### config.mk
export PLATFORM = sky130hd
export DESIGN_NAME = ag6502_via
export DESIGN_NICKNAME = d
export VERILOG_FILES = /design/src/rtl/ag6502_via.sv
export SDC_FILE = /design/constraint.sdc
export NUM_CORES = 1
export LEC_CHECK = 0
export CORE_MARGIN = 1
export CORE_UTILIZATION = 48
export CTS_CLUSTER_SIZE = 12
export DETAILED_ROUTE_END_ITERATION = 8
export HOLD_SLACK_MARGIN = 0.1
export PLACE_DENSITY = 0.86
export SYNTH_ARGS = -nofsm -noshare
export SYNTH_HDL_FRONTEND = slang
export SYNTH_SLANG_ARGS = --single-unit
### constraint.sdc
create_clock -name phi_0 -period 2.3 [get_ports phi_0]
set_clock_uncertainty 0.1 [all_clocks]
set_input_delay 0.23 -clock phi_0 [delete_from_list [all_inputs] [get_ports phi_0]]
set_output_delay 0.23 -clock phi_0 [all_outputs]
set_load 0.01 [all_outputs]
### src/rtl/ag6502_via.sv
// ag6502_via: bus-responder I/O and timer peripheral (reduced 6522 subset).
// Ports:
//   phi_0           system clock; all state updates on its rising edge
//   rst             asynchronous active-low reset
//   ab, read, db_out  CPU address, direction (1 = read) and write data
//   db_in, db_sel   registered read data and "this block drove db_in" flag
//   irq             active-low interrupt request
//   pa_*/pb_*       port pin inputs, output registers, per-bit output enables
//   ca1             asynchronous edge input
module ag6502_via #(
    parameter logic [15:0] BASE_ADDR = 16'hD000
) (
    input  logic        phi_0,
    input  logic        rst,
    input  logic [15:0] ab,
    input  logic        read,
    input  logic [7:0]  db_out,
    output logic [7:0]  db_in,
    output logic        db_sel,
    output logic        irq,
    input  logic [7:0]  pa_in,
    input  logic [7:0]  pb_in,
    output logic [7:0]  pa_out,
    output logic [7:0]  pb_out,
    output logic [7:0]  pa_oe,
    output logic [7:0]  pb_oe,
    input  logic        ca1
);
    logic [7:0]  orb_q, ora_q, ddrb_q, ddra_q, latch_lo_q, latch_hi_q, acr_q, pcr_q, db_in_q;
    logic [7:0]  orb_d, ora_d, ddrb_d, ddra_d, latch_lo_d, latch_hi_d, acr_d, pcr_d, db_in_d;
    logic [15:0] counter_q, counter_d;
    logic        armed_q, ifr6_q, ifr1_q, ier6_q, ier1_q, db_sel_q;
    logic        armed_d, ifr6_d, ifr1_d, ier6_d, ier1_d, db_sel_d;
    logic        ca1_s1_q, ca1_s2_q, ca1_prev_q;
    logic        sel, wr, rd, irq_any, set6, set1, clr6, clr1;
    logic [3:0]  idx;
    logic [7:0]  rd_data;

    assign sel     = (ab[15:4] == BASE_ADDR[15:4]);
    assign idx     = ab[3:0];
    assign wr      = sel & ~read;
    assign rd      = sel & read;
    assign irq_any = (ifr6_q & ier6_q) | (ifr1_q & ier1_q);
    assign irq     = ~irq_any;

    assign db_in  = db_in_q;
    assign db_sel = db_sel_q;
    assign pa_out = ora_q;
    assign pb_out = orb_q;
    assign pa_oe  = ddra_q;
    assign pb_oe  = ddrb_q;

    // Edge detect on the synchronized CA1; ca1_prev_q is the detector stage.
    assign set1 = pcr_q[0] ? (ca1_s2_q & ~ca1_prev_q) : (~ca1_s2_q & ca1_prev_q);
    assign set6 = (counter_q == 16'h0000) & armed_q;

    always_comb begin
        rd_data = 8'h00;
        case (idx)
            4'h0: rd_data = (orb_q & ddrb_q) | (pb_in & ~ddrb_q);
            4'h1: rd_data = (ora_q & ddra_q) | (pa_in & ~ddra_q);
            4'h2: rd_data = ddrb_q;
            4'h3: rd_data = ddra_q;
            4'h4: rd_data = counter_q[7:0];
            4'h5: rd_data = counter_q[15:8];
            4'h6: rd_data = latch_lo_q;
            4'h7: rd_data = latch_hi_q;
            4'hB: rd_data = acr_q;
            4'hC: rd_data = pcr_q;
            4'hD: rd_data = {irq_any, ifr6_q, 4'b0000, ifr1_q, 1'b0};
            4'hE: rd_data = {1'b1, ier6_q, 4'b0000, ier1_q, 1'b0};
            default: rd_data = 8'h00;
        endcase
    end

    always_comb begin
        orb_d      = orb_q;
        ora_d      = ora_q;
        ddrb_d     = ddrb_q;
        ddra_d     = ddra_q;
        latch_lo_d = latch_lo_q;
        latch_hi_d = latch_hi_q;
        acr_d      = acr_q;
        pcr_d      = pcr_q;
        ier6_d     = ier6_q;
        ier1_d     = ier1_q;
        armed_d    = armed_q;
        clr6       = 1'b0;
        clr1       = 1'b0;
        db_in_d    = db_in_q;
        db_sel_d   = 1'b0;
        counter_d  = counter_q - 16'd1;

        // Underflow: reload in free-run, otherwise let it wrap and disarm.
        if (set6) begin
            if (acr_q[6]) counter_d = {latch_hi_q, latch_lo_q};
            else          armed_d   = 1'b0;
        end

        if (wr) begin
            case (idx)
                4'h0: orb_d  = db_out;
                4'h1: begin ora_d = db_out; clr1 = 1'b1; end
                4'h2: ddrb_d = db_out;
                4'h3: ddra_d = db_out;
                4'h4: latch_lo_d = db_out;
                4'h5: begin
                    // Load overrides both decrement and free-run reload.
                    latch_hi_d = db_out;
                    counter_d  = {db_out, latch_lo_q};
                    clr6       = 1'b1;
                    armed_d    = 1'b1;
                end
                4'h6: latch_lo_d = db_out;
                4'h7: begin latch_hi_d = db_out; clr6 = 1'b1; end
                4'hB: acr_d = db_out;
                4'hC: pcr_d = db_out;
                4'hD: begin clr6 = db_out[6]; clr1 = db_out[1]; end
                4'hE: begin
                    if (db_out[7]) begin
                        ier6_d = ier6_q | db_out[6];
                        ier1_d = ier1_q | db_out[1];
                    end else begin
                        ier6_d = ier6_q & ~db_out[6];
                        ier1_d = ier1_q & ~db_out[1];
                    end
                end
                default: ;
            endcase
        end

        if (rd) begin
            db_in_d  = rd_data;
            db_sel_d = 1'b1;
            if (idx == 4'h1) clr1 = 1'b1;
            if (idx == 4'h4) clr6 = 1'b1;
        end
    end

    // Set has priority over any clear landing on the same edge.
    assign ifr6_d = set6 | (ifr6_q & ~clr6);
    assign ifr1_d = set1 | (ifr1_q & ~clr1);

    always_ff @(posedge phi_0 or negedge rst) begin
        if (!rst) begin
            orb_q <= '0; ora_q <= '0; ddrb_q <= '0; ddra_q <= '0;
            latch_lo_q <= '0; latch_hi_q <= '0; acr_q <= '0; pcr_q <= '0;
            counter_q <= '0; armed_q <= 1'b0;
            ifr6_q <= 1'b0; ifr1_q <= 1'b0; ier6_q <= 1'b0; ier1_q <= 1'b0;
            ca1_s1_q <= 1'b0; ca1_s2_q <= 1'b0; ca1_prev_q <= 1'b0;
            db_in_q <= '0; db_sel_q <= 1'b0;
        end else begin
            orb_q <= orb_d; ora_q <= ora_d; ddrb_q <= ddrb_d; ddra_q <= ddra_d;
            latch_lo_q <= latch_lo_d; latch_hi_q <= latch_hi_d;
            acr_q <= acr_d; pcr_q <= pcr_d;
            counter_q <= counter_d; armed_q <= armed_d;
            ifr6_q <= ifr6_d; ifr1_q <= ifr1_d; ier6_q <= ier6_d; ier1_q <= ier1_d;
            ca1_s1_q <= ca1; ca1_s2_q <= ca1_s1_q; ca1_prev_q <= ca1_s2_q;
            db_in_q <= db_in_d; db_sel_q <= db_sel_d;
        end
    end
endmodule

* Word-level counts from Yosys, hierarchy flattened
Cells that the tools add are included.
** Operators by class
- $add $sub $neg :: 1
- Equal/unequal tests :: 12
- Muxes and demuxes :: 21
- Bitwise logic cells :: 32
- Reduce and logical (&&, ||, !) cells :: 13
** Operators by type and width (count)
- 8-bit case mux with 12 select lines :: 1
- 16-bit two-way mux :: 4
- 8-bit AND :: 4
- 2-bit AND reduction :: 9
- 4-bit by 3-bit equality test with 1-bit output (second input constant) :: 4
- 4-bit equality test (second input constant) :: 4
- 16-bit logical NOT :: 1
- 8-bit inverter :: 2
- 8-bit bitwise OR :: 2
- 16-bit by 1-bit subtractor with 16-bit output (second input constant) :: 1
- 1-bit two-way mux :: 14
- 12-bit equality test (second input constant) :: 1
- 1-bit AND :: 11
- 4-bit by 2-bit equality test with 1-bit output (second input constant) :: 2
- 1-bit inverter :: 8
- 1-bit bitwise OR :: 5
- 4-bit by 1-bit equality test with 1-bit output (second input constant) :: 1
- 4-bit logical NOT :: 1
- 1-bit case mux with 2 select lines :: 2
- 2-bit OR reduction :: 2
** Word-level totals
- Flip-flop bits (word level) :: 97
- Output and inout bits :: 42
- Bits of input ports :: 44
- Word-level logic and storage cells :: 98

* Logic depth before layout (Yosys ltp)
Gate-level depths: netlist of run 1.
- Depth in word-level cells :: 9
- Mapped depth :: 8
- Mapped depth without buffers :: 7

* Worst setup path after synthesis of run 1
OpenSTA, ideal clock, no wires.
- Path type :: register -> register
- Start :: register counter_q[0]
- End :: register counter_q[15]
- Path slack :: 0.084 ns
- Library setup time :: 0.095 ns
- Cell stages (with the launch flop) :: 9
- Required time :: 2.105 ns
- Data arrival time :: 2.021 ns
- Cell sequence :: dfrtp_1 > inv_1 > ha_1 > nor3b_1 > nand3_1 > or2_0 > clkbuf_1 > and3_1 > o31ai_1
** Between the ends
- Longest elaborated chain between the ends :: 5
- Elaborated cells on any way between the ends :: 7
** Ends and longest elaborated chain
- start: declaration :: line 31 : logic [15:0] counter_q, counter_d;
- start signal: assignment :: line 156 : counter_q <= counter_d; armed_q <= armed_d;
- 16-bit by 1-bit subtractor with 16-bit output or 16-bit logical NOT (tied branches) :: line 92, 55
- 16-bit two-way mux or 1-bit AND (tied branches) :: line 96, 55
- 16-bit two-way mux (*) :: line 95 : if (set6) begin
- 16-bit two-way mux :: line 101 : case (idx)
- 16-bit two-way mux (*) :: line 100 : if (wr) begin
- named net counter_d[15] :: line 31
Mark *: on every way through the listed nets, which the timed path passes. The rest lies on a longest branch.
A chain may end at the register's enable or synchronous reset.

* Worst setup path in the final report of run 1
- Start :: input port ab[5]
- End :: register pcr_q[6]
** Between the ends
- Longest elaborated chain between the ends :: 3
** Ends and longest elaborated chain
- start: declaration :: line 15 : input logic [15:0] ab,
- 12-bit equality test :: line 39 : assign sel = (ab[15:4] == BASE_ADDR[15:4]);
- 1-bit AND :: line 41 : assign wr = sel & ~read;
- 2-bit AND reduction (no line)
- end signal: assignment :: line 155 : acr_q <= acr_d; pcr_q <= pcr_d;
- end: declaration :: line 29 : logic [7:0] orb_q, ora_q, ddrb_q, ddra_q, latch_lo_q, latch_hi_q, acr_q, pcr_q, db_in_q;
Every way passes these cells.

==> results of run 1 <==
[per-stage QoR]
stage               setup TNS (ns)  hold WS [ns]  setup slack [ns]  cell area, µm²  instances
CTS                              0         0.175            0.0716            6640        704
global route                     0         0.185            0.0308            6670        707
global placement            -11.35         0.184            -0.199            6430        687
detailed placement          -14.98         0.190            -0.265            6430        687
floorplan                        0        -0.166            0.0840            5080        441
finish                           0         0.184             0.102            6670        707
[routing by layer]
layer | GRT usage (%) | up-vias | part of all wire, %
met5 | 0 | - | 0
met4 | 11.0 | 0 | 3.0
met3 | 5.68 | 38 | 8.9
met2 | 45.0 | 278 | 48
met1 | 38.5 | 2179 | 40
li1 | - | 1925 | -
[repair_timing]
| action | 4_1_cts | 5_1_grt |
|---|---|---|
| endpoints found under the hold margin | 47 | 0 |
| hold buffers | 1 | 0 |
| setup endpoints to repair | 0 | 8 |
| resized for setup | 0 | 2 |
| buffers inserted | 0 | 3 |
[cell usage in the layout, fill, tap and decap left out, drive strengths merged, types with 7 or more instances in the layout]
| master | instances |
|---|---|
| dfrtp | 97 |
| clkdlybuf4s50 | 84 |
| mux2 | 74 |
| buf | 51 |
| nand2 | 35 |
| o21ai | 29 |
| nor2 | 15 |
| inv | 14 |
| mux2i | 10 |
| a22o | 10 |
| nand3 | 10 |
| clkbuf | 9 |
| xnor2 | 8 |
| nor2b | 8 |
| nor4 | 8 |
| o31ai | 7 |
[state kept, by name, summed over array words and instances (netlist names), named ones only]
signal / flops
acr_q: 8
pb_out: 8
db_sel: 1
armed_q: 1
ca1_s1_q: 1
ca1_s2_q: 1
latch_hi_q: 8
pa_out: 8
ifr1_q: 1
ifr6_q: 1
pa_oe: 8
counter_q: 16
pb_oe: 8
db_in: 8
latch_lo_q: 8
pcr_q: 8
ca1_prev_q: 1
[power breakdown]
| part | total, mW | leakage, nW | internal (mW) | switching (mW) |
|---|---|---|---|---|
| registers | 1.79 | 1.27 | 1.73 | 0.0600 |
| logic | 0.409 | 1.57 | 0.193 | 0.216 |
| clock network | 1.14 | 0.103 | 0.435 | 0.703 |
| total | 3.34 | 2.94 | 2.36 | 0.979 |
[final timing paths]
| check | start | end | slack [ns] |
|---|---|---|---|
| min reg2reg | ca1_s1_q | ca1_s2_q | 0.27 |
| min | ca1 | ca1_s1_q | 0.18 |
| max reg2reg | counter_q[0] | counter_q[15] | 0.13 |
| max | ab[5] | pcr_q[6] | 0.10 |
| max in group asynchronous | rst | latch_lo_q[6] | 1.09 |
| min in group asynchronous | rst | pa_oe[5] | 0.31 |
[layout make-up]
class                      count  share of cell area [%]
multi-input combinational    311                    37.6
sequential                    97                    36.4
tap                          136                    2.55
clock inverter                 7                    1.22
timing repair buffer         136                    19.8
clock buffer                   9                    1.86
inverter                      11                   0.619
[worst max-delay path: cells and delay by family]
kind / cells / cell delay, ns
buf+inv: 2 / 0.63
mux: 1 / 0.37
simple gates: 3 / 1.13
[logic make-up after synthesis]
kind of cell / synth area share, %
AOI/OAI and AO/OA: 13.5
xor gates and xnor gates: 2.07
adders and majority gates: 0.246
buffers and inverters: 2.98
DFF: 47.8
muxes: 19.4
and+or+nand+nor: 14.0
==> results.json, run 1 <==
{
  "syn_area_mm2": 0.00508,
  "hold_class": "input port to flop",
  "synth-seq-cells": 97,
  "antenna_found_initial": 0,
  "num_rows": 37,
  "slew_headroom_pct": 57.8,
  "grt_max_degree": 51,
  "netlist.area_leader.share_pct": 47.8,
  "overflow": 0,
  "setup_violations": 0,
  "worst_slew_pin_slew_ns": 0.632,
  "numCtsBuffers": 9,
  "synth.avg_cell_area_um2": 11.5,
  "critPathRequiredTime_ns": 2.46,
  "grtUsageTotal_pct": 28.4,
  "register_area_mm2": 0.00243,
  "grt_pass1_vias": 4399,
  "hold_viol": 0,
  "fill_cells": 814,
  "drive_above_1_share_pct": 27.8,
  "synth_area_leader_cell": "dfrtp_1",
  "dp_hpwl_um": 10900,
  "yosysSeqAreaShare_pct": 47.8,
  "slew_violations": 0,
  "vias_per_cell": 6.25,
  "hold_depth": 1,
  "io_pins": 86,
  "cts.sinks": 97,
  "crit_arrival_ns": 2.36,
  "p_leak_nw": 2.94,
  "cts_tree": "done",
  "ant_nets": 0,
  "antennaDiodeCount": 0,
  "clockRootBuffer": "clkbuf_8",
  "grt_pass1_wl_um": 23800,
  "syn_to_final_growth_pct": 31.4,
  "num_vias": 4420,
  "synth_nets": 486,
  "totalWireLength_um": 14900,
  "dieHeight_um": 105,
  "period_share_pct": 95.6,
  "worstPathCellList": "clkdlybuf4s50_1 > or4_4 > nor4_4 > buf_4 > nand4_2 > mux2_2",
  "clock_latency_ns": 0.38,
  "synth-edff-count": 0,
  "drt-initial-drc-count": 417,
  "die-width_um": 105,
  "end_kind": "flop",
  "nNetsFinal": 611,
  "yosysMostFrequentCell": "dfrtp_1",
  "avgRoutedWirePerCell_um": 21.0,
  "maxCapViolCount": 0,
  "yosys-top-cells-count": "dfrtp_1, mux2_2, nand2_1",
  "p_total_mw": 3.34,
  "syn_inst": 441,
  "outcome": "finished, final reports clean",
  "fmax_mhz": 455,
  "final_core_util_pct": 64.9,
  "min_period_ns": 2.20,
  "start_kind": "input port",
  "synth-main-ff-cell": "dfrtp_1",
  "multi_input_area_mm2": 0.00250,
  "reg2reg_depth": 6,
  "drt_pre_antenna_iters": 5,
  "start_util_pct": 49.4,
  "ys_warn_count": 0,
  "dieArea_mm2": 0.0110,
  "portBuffers": 85,
  "max_stage_delay_ns": 0.59,
  "clkTransAtPathRegs_ns": 0.10,
  "gp_congestion": 0.995,
  "vdd_drop_max_mv": 0.303,
  "rsz0062_at_grt": "no",
  "worstPathMaxFanout": 8,
  "ys_types": 66,
  "powerDensity_mw_per_mm2": 501,
  "synth_area_leaders": "dfrtp_1, mux2_2, o21ai_0",
  "clockBufferDepth": 2,
  "crit_slowest_cell": "or4_4",
  "path_class": "input port to flop",
  "htree_levels": 3,
  "drc": 0,
  "core-area_mm2": 0.0103,
  "synthArstFlopShare_pct": 100
}
Note: power is estimated with default switching activity, not from simulation.
==> run 2, diff against run 1 <==
HOLD_SLACK_MARGIN = 0.03   (was 0.1)
==> results of run 2 <==
The final DEF is identical to that of run 1; final timing and power are the same.
